[src/rtl/i2c_apb_ctrl.sv]
`default_nettype none
// ----------------------------------------------------------------------------
// i2c_apb_ctrl : APB register bank, TX/RX FIFOs and transaction sequencer
//                that drives the I2C master byte engine.
// Revision     : 1.0
// ----------------------------------------------------------------------------
module i2c_apb_ctrl #(
  parameter int FIFO_DEPTH = 4
) (
  input  logic       PCLK_i,
  input  logic       PRESET_N_i,
  input  logic       PSEL_i,
  input  logic       PENABLE_i,
  input  logic       PWRITE_i,
  input  logic [7:0] PADDR_i,
  input  logic [7:0] PWDATA_i,
  output logic [7:0] PRDATA_o,
  output logic       PREADY_o,
  output logic       PSLVERR_o,
  output logic       CORE_CMD_VALID_o,
  output logic [1:0] CORE_CMD_o,
  output logic [7:0] CORE_DATA_o,
  output logic       CORE_LAST_o,
  input  logic       CORE_CMD_READY_i,
  input  logic       CORE_DONE_i,
  input  logic       CORE_ACK_ERR_i,
  input  logic [7:0] CORE_RDATA_i,
  output logic       INT_o
);

  localparam int             AW          = $clog2(FIFO_DEPTH);
  localparam logic [AW:0]    FULL_CNT    = (AW+1)'(FIFO_DEPTH);
  localparam logic [AW-1:0]  PTR_ONE     = AW'(1);
  localparam logic [AW:0]    CNT_ONE     = (AW+1)'(1);

  localparam logic [7:0] ADDR_CTRL   = 8'h00;
  localparam logic [7:0] ADDR_SADDR  = 8'h01;
  localparam logic [7:0] ADDR_LEN    = 8'h02;
  localparam logic [7:0] ADDR_TXDATA = 8'h03;
  localparam logic [7:0] ADDR_RXDATA = 8'h04;
  localparam logic [7:0] ADDR_STATUS = 8'h05;
  localparam logic [7:0] ADDR_CMD    = 8'h06;

  localparam logic [1:0] CMD_START = 2'b00;
  localparam logic [1:0] CMD_WRITE = 2'b01;
  localparam logic [1:0] CMD_READ  = 2'b10;
  localparam logic [1:0] CMD_STOP  = 2'b11;

  typedef enum logic [3:0] {
    S_IDLE       = 4'd0,
    S_START      = 4'd1,
    S_WAIT_START = 4'd2,
    S_WRITE      = 4'd3,
    S_WAIT_WR    = 4'd4,
    S_READ       = 4'd5,
    S_WAIT_RD    = 4'd6,
    S_STOP       = 4'd7,
    S_WAIT_STOP  = 4'd8
  } state_t;

  state_t      state, state_nxt;

  logic        ctrl_en, ctrl_irq_en, ctrl_rw;
  logic [6:0]  saddr;
  logic [7:0]  len;
  logic        st_done, st_nack, st_ovf;
  logic [6:0]  xfer_saddr;
  logic        xfer_rw;
  logic [7:0]  byte_cnt;
  logic        int_q;
  logic [7:0]  prdata_q;

  logic [7:0]  tx_mem [FIFO_DEPTH];
  logic [AW-1:0] tx_wptr, tx_rptr;
  logic [AW:0] tx_count;
  logic [7:0]  rx_mem [FIFO_DEPTH];
  logic [AW-1:0] rx_wptr, rx_rptr;
  logic [AW:0] rx_count;

  logic        apb_setup_rd, apb_access, wr_access, rd_access, unmapped;
  logic        tx_full, tx_empty, rx_full, rx_empty;
  logic        tx_push_req, tx_push, tx_pop;
  logic        rx_pop_req, rx_pop, rx_push, rx_push_req;
  logic        ovf_set, cmd_accept, cmd_fire, busy;
  logic        nack_set, done_set, cnt_load, cnt_dec;
  logic [7:0]  status_vec, rd_mux;

  assign apb_setup_rd = PSEL_i & ~PENABLE_i & ~PWRITE_i;
  assign apb_access   = PSEL_i & PENABLE_i;
  assign wr_access    = apb_access & PWRITE_i;
  assign rd_access    = apb_access & ~PWRITE_i;
  assign unmapped     = (PADDR_i > ADDR_CMD);

  assign PREADY_o  = apb_access;
  assign PSLVERR_o = apb_access & unmapped;
  assign PRDATA_o  = prdata_q;
  assign INT_o     = int_q;

  assign tx_full  = (tx_count == FULL_CNT);
  assign tx_empty = (tx_count == '0);
  assign rx_full  = (rx_count == FULL_CNT);
  assign rx_empty = (rx_count == '0);

  assign busy     = (state != S_IDLE);
  assign cmd_fire = CORE_CMD_VALID_o & CORE_CMD_READY_i;

  assign tx_push_req = wr_access & (PADDR_i == ADDR_TXDATA);
  assign tx_push     = tx_push_req & ~tx_full;
  assign tx_pop      = (state == S_WRITE) & cmd_fire;

  assign rx_push_req = (state == S_WAIT_RD) & CORE_DONE_i;
  assign rx_push     = rx_push_req & ~rx_full;
  assign rx_pop_req  = rd_access & (PADDR_i == ADDR_RXDATA);
  assign rx_pop      = rx_pop_req & ~rx_empty;

  assign ovf_set = (tx_push_req & tx_full) | (rx_pop_req & rx_empty) | (rx_push_req & rx_full);

  assign cmd_accept = wr_access & (PADDR_i == ADDR_CMD) & PWDATA_i[0] & ctrl_en & ~busy;

  assign status_vec = {st_ovf, rx_empty, rx_full, tx_empty, tx_full, st_nack, st_done, busy};

  always_comb begin
    rd_mux = 8'h00;
    case (PADDR_i)
      ADDR_CTRL:   rd_mux = {5'b0, ctrl_rw, ctrl_irq_en, ctrl_en};
      ADDR_SADDR:  rd_mux = {1'b0, saddr};
      ADDR_LEN:    rd_mux = len;
      ADDR_RXDATA: rd_mux = rx_empty ? 8'h00 : rx_mem[rx_rptr];
      ADDR_STATUS: rd_mux = status_vec;
      default:     rd_mux = 8'h00;
    endcase
  end

  // Register bank; hardware sets win over software W1C in the same cycle.
  always_ff @(posedge PCLK_i or negedge PRESET_N_i) begin
    if (!PRESET_N_i) begin
      ctrl_en     <= 1'b0;
      ctrl_irq_en <= 1'b0;
      ctrl_rw     <= 1'b0;
      saddr       <= 7'h00;
      len         <= 8'h00;
      st_done     <= 1'b0;
      st_nack     <= 1'b0;
      st_ovf      <= 1'b0;
      prdata_q    <= 8'h00;
      int_q       <= 1'b0;
    end else begin
      if (wr_access && PADDR_i == ADDR_CTRL) begin
        ctrl_en     <= PWDATA_i[0];
        ctrl_irq_en <= PWDATA_i[1];
        ctrl_rw     <= PWDATA_i[2];
      end
      if (wr_access && PADDR_i == ADDR_SADDR) saddr <= PWDATA_i[6:0];
      if (wr_access && PADDR_i == ADDR_LEN)   len   <= PWDATA_i;
      if (wr_access && PADDR_i == ADDR_STATUS) begin
        st_done <= (st_done & ~PWDATA_i[1]) | done_set;
        st_nack <= (st_nack & ~PWDATA_i[2]) | nack_set;
        st_ovf  <= (st_ovf  & ~PWDATA_i[7]) | ovf_set;
      end else begin
        st_done <= st_done | done_set;
        st_nack <= st_nack | nack_set;
        st_ovf  <= st_ovf  | ovf_set;
      end
      if (apb_setup_rd) prdata_q <= rd_mux;
      int_q <= ctrl_irq_en & (st_done | st_nack);
    end
  end

  always_ff @(posedge PCLK_i) begin
    if (tx_push) tx_mem[tx_wptr] <= PWDATA_i;
    if (rx_push) rx_mem[rx_wptr] <= CORE_RDATA_i;
  end

  always_ff @(posedge PCLK_i or negedge PRESET_N_i) begin
    if (!PRESET_N_i) begin
      tx_wptr  <= '0;
      tx_rptr  <= '0;
      tx_count <= '0;
      rx_wptr  <= '0;
      rx_rptr  <= '0;
      rx_count <= '0;
    end else begin
      if (tx_push) tx_wptr <= tx_wptr + PTR_ONE;
      if (tx_pop)  tx_rptr <= tx_rptr + PTR_ONE;
      case ({tx_push, tx_pop})
        2'b10:   tx_count <= tx_count + CNT_ONE;
        2'b01:   tx_count <= tx_count - CNT_ONE;
        default: tx_count <= tx_count;
      endcase
      if (rx_push) rx_wptr <= rx_wptr + PTR_ONE;
      if (rx_pop)  rx_rptr <= rx_rptr + PTR_ONE;
      case ({rx_push, rx_pop})
        2'b10:   rx_count <= rx_count + CNT_ONE;
        2'b01:   rx_count <= rx_count - CNT_ONE;
        default: rx_count <= rx_count;
      endcase
    end
  end

  // Address and direction are captured at CMD so software edits mid-transfer
  // cannot disturb the command fields presented to the engine.
  always_ff @(posedge PCLK_i or negedge PRESET_N_i) begin
    if (!PRESET_N_i) begin
      state      <= S_IDLE;
      byte_cnt   <= 8'h00;
      xfer_saddr <= 7'h00;
      xfer_rw    <= 1'b0;
    end else begin
      state <= state_nxt;
      if (cnt_load) begin
        byte_cnt   <= len;
        xfer_saddr <= saddr;
        xfer_rw    <= ctrl_rw;
      end else if (cnt_dec) begin
        byte_cnt <= byte_cnt - 8'd1;
      end
    end
  end

  always_comb begin
    state_nxt        = state;
    CORE_CMD_VALID_o = 1'b0;
    CORE_CMD_o       = CMD_START;
    CORE_DATA_o      = 8'h00;
    CORE_LAST_o      = 1'b0;
    nack_set         = 1'b0;
    done_set         = 1'b0;
    cnt_load         = 1'b0;
    cnt_dec          = 1'b0;
    case (state)
      S_IDLE: begin
        if (cmd_accept) begin
          state_nxt = S_START;
          cnt_load  = 1'b1;
        end
      end
      S_START: begin
        CORE_CMD_VALID_o = 1'b1;
        CORE_CMD_o       = CMD_START;
        CORE_DATA_o      = {xfer_saddr, xfer_rw};
        if (CORE_CMD_READY_i) state_nxt = S_WAIT_START;
      end
      S_WAIT_START: begin
        if (CORE_DONE_i) begin
          if (CORE_ACK_ERR_i) begin
            state_nxt = S_STOP;
            nack_set  = 1'b1;
          end else if (byte_cnt == 8'd0 || !ctrl_en) begin
            state_nxt = S_STOP;
          end else begin
            state_nxt = xfer_rw ? S_READ : S_WRITE;
          end
        end
      end
      S_WRITE: begin
        CORE_CMD_VALID_o = ~tx_empty;
        CORE_CMD_o       = CMD_WRITE;
        CORE_DATA_o      = tx_mem[tx_rptr];
        if (!tx_empty && CORE_CMD_READY_i) state_nxt = S_WAIT_WR;
        else if (tx_empty && !ctrl_en)     state_nxt = S_STOP;
      end
      S_WAIT_WR: begin
        if (CORE_DONE_i) begin
          cnt_dec = 1'b1;
          if (CORE_ACK_ERR_i) begin
            state_nxt = S_STOP;
            nack_set  = 1'b1;
          end else if (byte_cnt == 8'd1 || !ctrl_en) begin
            state_nxt = S_STOP;
          end else begin
            state_nxt = S_WRITE;
          end
        end
      end
      S_READ: begin
        CORE_CMD_VALID_o = ~rx_full;
        CORE_CMD_o       = CMD_READ;
        CORE_LAST_o      = (byte_cnt == 8'd1);
        if (!rx_full && CORE_CMD_READY_i) state_nxt = S_WAIT_RD;
        else if (rx_full && !ctrl_en)     state_nxt = S_STOP;
      end
      S_WAIT_RD: begin
        if (CORE_DONE_i) begin
          cnt_dec = 1'b1;
          if (byte_cnt == 8'd1 || !ctrl_en) state_nxt = S_STOP;
          else                              state_nxt = S_READ;
        end
      end
      S_STOP: begin
        CORE_CMD_VALID_o = 1'b1;
        CORE_CMD_o       = CMD_STOP;
        if (CORE_CMD_READY_i) state_nxt = S_WAIT_STOP;
      end
      S_WAIT_STOP: begin
        if (CORE_DONE_i) begin
          state_nxt = S_IDLE;
          done_set  = 1'b1;
        end
      end
      default: state_nxt = S_IDLE;
    endcase
  end

endmodule
`default_nettype wire

[config.mk]
export PLATFORM = sky130hd
export DESIGN_NAME = i2c_apb_ctrl
export DESIGN_NICKNAME = d
export VERILOG_FILES = /design/src/rtl/i2c_apb_ctrl.sv
export SDC_FILE = /design/constraint.sdc
export NUM_CORES = 1
export LEC_CHECK = 0
export ABC_AREA = 1
export BUFFER_PORTS_ARGS = -buffer_cell sky130_fd_sc_hd__buf_2
export CAP_MARGIN = 40
export CORE_UTILIZATION = 55
export CTS_CLUSTER_SIZE = 8
export DETAILED_ROUTE_END_ITERATION = 8
export PLACE_DENSITY = 0.84
export SYNTH_ARGS = -nofsm -noshare
export SYNTH_HDL_FRONTEND = slang
export SYNTH_SLANG_ARGS = --single-unit
export TNS_END_PERCENT = 1
[constraint.sdc]
create_clock -name PCLK_i -period 4.74 [get_ports PCLK_i]
set_clock_uncertainty 0.15 [all_clocks]
set_input_delay 0.237 -clock PCLK_i [delete_from_list [all_inputs] [get_ports PCLK_i]]
set_output_delay 0.237 -clock PCLK_i [all_outputs]
set_load 0.05 [all_outputs]
==> qor.csv <==
stage,metric,value,unit
route,drtAntennaViolNets,0,
finish,finalNetCount,805,
clocking,cts_tree,yes,
critical_path,cpPeakStageDelay,0.63,ns
clocking,insertion_delay,0.42,ns
floorplan,coreArea,10900,µm²
synth,yosys_warnings,0,
placement,dp_hpwl,10000,µm
route,drc,0,
power_and_ir_drop,pwr-share-comb,27.0,%
critical_path,slowest_stage,nor2_1,
finish,diodes,0,
global_route,grt_pass1_wl,23600,µm
finish,fillers,796,
critical_path,cp-start-kind,flip-flop,
sta,slew_viol_final,0,
power_and_ir_drop,p_leak,0.00334,µW
power_and_ir_drop,internal-power,2460,µW
clocking,clockBufferDepth,2,
global_route,grt_pass1_vias,4920,
power_and_ir_drop,power_frac_clock,36.1,%
synth,syn_inst,681,
clocking,htreeDepth,4,
synth,ys_ff_latch,128,
critical_path,critPathMaxFanout,11,
synth,synth_fp_nets,727,
route,firstDrtPassIters,5,
floorplan,dieArea,11700,µm²
global_route,antenna_found_initial,0,
power_and_ir_drop,pwr-share-seq,36.9,%
placement,port_buffers,54,
synth,netlist_area,6220,µm²
finish,design_area,7390,µm²
clocking,cts_hold_buffers,18,
floorplan,start_util,56.9,%
clocking,postCtsSetupBuffers,0,
sta,finalCritPeriodShare,64.5,%
sta,setup_tns,0,ns
global_route,overflow,0,
critical_path,cp-end-kind,flip-flop,
global_route,grt_usage,26.8,%
outcome,status,completed,
route,wl_per_cell,16.0,µm
job,drv_cap,0,
finish,multi_input_area,2340,µm²
clocking,cts.sinks,128,
route,num_vias,5062,
placement,gp_congestion,0.957,
critical_path,worst-setup-path-type,flip-flop to flip-flop,
synth,seq_area_frac_synth,56.6,%
floorplan,die_y,108,µm
sta,finalHoldViolCount,0,
finish,final_util,67.6,%
floorplan,die_x,108,µm
power_and_ir_drop,swShare,34.8,%
finish,drive_above_1_share,14.9,%
placement,post_dp_cell_area,6600,µm²
power_and_ir_drop,total_power,3770,µW
sta,tightest_slew,0.836,ns
sta,finalSetupViolCount,0,
power_and_ir_drop,peakVddDrop,0.332,mV
floorplan,ios,55,
power_and_ir_drop,p_per_area,510,nW/µm²
sta,maxSlewHeadroom,44.3,%
synth,avgSynthCellArea,9.14,µm²
synth,async_flop_share,50.0,%
critical_path,reg2reg_slack,1.68,ns
sta,period_needed,3.06,ns
finish,areaGrowthSynthToFinish,18.8,%
route,routed_wl,14600,µm
critical_path,crit_chain,nor2_1 > nand3_2 > nor2_1 > nand2_1 > inv_1 > ha_1 > inv_1 > fa_1 > a21oi_1 > o21ai_0 > xor2_1,
global_route,grt_max_degree,65,
floorplan,rows,38,
power_and_ir_drop,power_switching,1310,µW
route,viasPerCell,5.55,
route,drtIter0Drc,416,
clocking,numCtsBuffers,17,
hold_path,hold_class,primary input to flip-flop,
clocking,cts_resized,0,
synth,synth_edf_count,64,
critical_path,worstPathArrival,3.20,ns
sta,timing.fmax,327,MHz
sta,grt_setup_unrepaired,no,
critical_path,worst-endpoint-required,4.88,ns
clocking,clk_root_buffer_cell,clkbuf_16,
clocking,path_clk_slew,0.06,ns
synth,ys_types,41,
synth,ys_dominant_reg_cell,edfxtp_1,
sta,hold_ws,0.0203,ns
finish,register_area,3520,µm²
cell families after synthesis:
logic type / count (synthesis) / synth area share (%)
AND/OR/NAND/NOR: 334 / 23.0
flip-flops: 128 / 56.6
AO/OA/AOI/OAI: 101 / 9.39
buffers and inverters: 89 / 5.83
XOR/XNOR: 15 / 2.11
adder cells (fa/ha/maj): 14 / 3.06
metrics by stage:
stage,setup WS (ns),instances
2_1_floorplan,1.55,681
3_3_place_gp,1.94,862
3_5_place_dp,1.75,862
4_1_cts,1.73,912
5_1_grt,1.45,912
6_report,1.68,912
Yosys cell counts, types with 11 or more instances:
master / count / area [µm²]
xor2_1: 12 / 105
o21ai_0: 52 / 260
ha_1: 12 / 150
edfxtp_1: 64 / 1920
nand3_1: 25 / 125
a21oi_1: 11 / 55.1
inv_1: 68 / 255
nor2_1: 73 / 274
nand2_1: 199 / 747
dfrtp_1: 64 / 1600
o21ai_1: 12 / 60.1
power groups by stage:
stage / clock network, µW / registers (µW) / logic, µW
2_1_floorplan: 0 / 1380 / 767
3_3_place_gp: 0 / 1400 / 954
3_5_place_dp: 0 / 1410 / 989
4_1_cts: 1370 / 1390 / 1010
5_1_grt: 1410 / 1410 / 1130
6_report: 1360 / 1390 / 1020
metal layers:
layer  part of all wire (%)  vias to the layer above  GRT usage (%)
met1                     42                     2404           35.1
li1                       -                     2394              -
met3                    7.2                       38           6.21
met5                      0                        -              0
met4                    2.6                        0           11.2
met2                     48                      226           42.9
worst max-delay path, delay by kind of cell, from the launching register on:
family	cells	cell delay (ns)
simple gates	4	1.27
buf+inv	2	0.16
xor+xnor	1	0.16
flops	1	0.40
fa+ha+maj	2	0.52
compound gates	2	0.26
cell usage in the layout (no fill, tap or decap), types with 5 or more instances in the layout:
cell type	count
o211ai_1	8
buf_2	54
inv_1	68
nand3_1	25
ha_1	12
clkbuf_16	17
xor2_1	12
nor2_2	8
dlygate4sd3_1	18
o21ai_1	12
edfxtp_1	64
nor2_1	73
nand4_1	8
a21oi_1	11
clkinv_1	5
nand2_1	199
o21ai_0	52
a32o_1	7
dfrtp_1	64
final timing paths:
check                       startpoint           to  depth (start not counted)
max in group asynchronous   PRESET_N_i   tx_rptr[1]                          3
hold reg to reg            rx_count[0]  rx_count[0]                          1
setup reg to reg              state[3]  tx_count[2]                         11
hold / removal             CORE_DONE_i      st_nack                          3
setup / recovery              state[3]  tx_count[2]                         11
min in group asynchronous   PRESET_N_i   rx_wptr[1]                          3
area by class of cell:
class                      count  share of cell area (%)
multi-input combinational    464                    31.6
timing repair buffer          73                    6.19
clock inverter                14                    2.57
clock buffer                  18                    5.80
inverter                      75                    3.81
tap                          140                    2.37
sequential                   128                    47.6
sequential cells by signal, indices dropped and copies added (netlist names), 3 cells and up:
name,cells
tx_mem,32
len,8
state,4
rx_mem,32
saddr,7
byte_cnt,8
tx_count,3
rx_count,3
PRDATA_o,8
xfer_saddr,7
(Power assumes the default switching activity.)
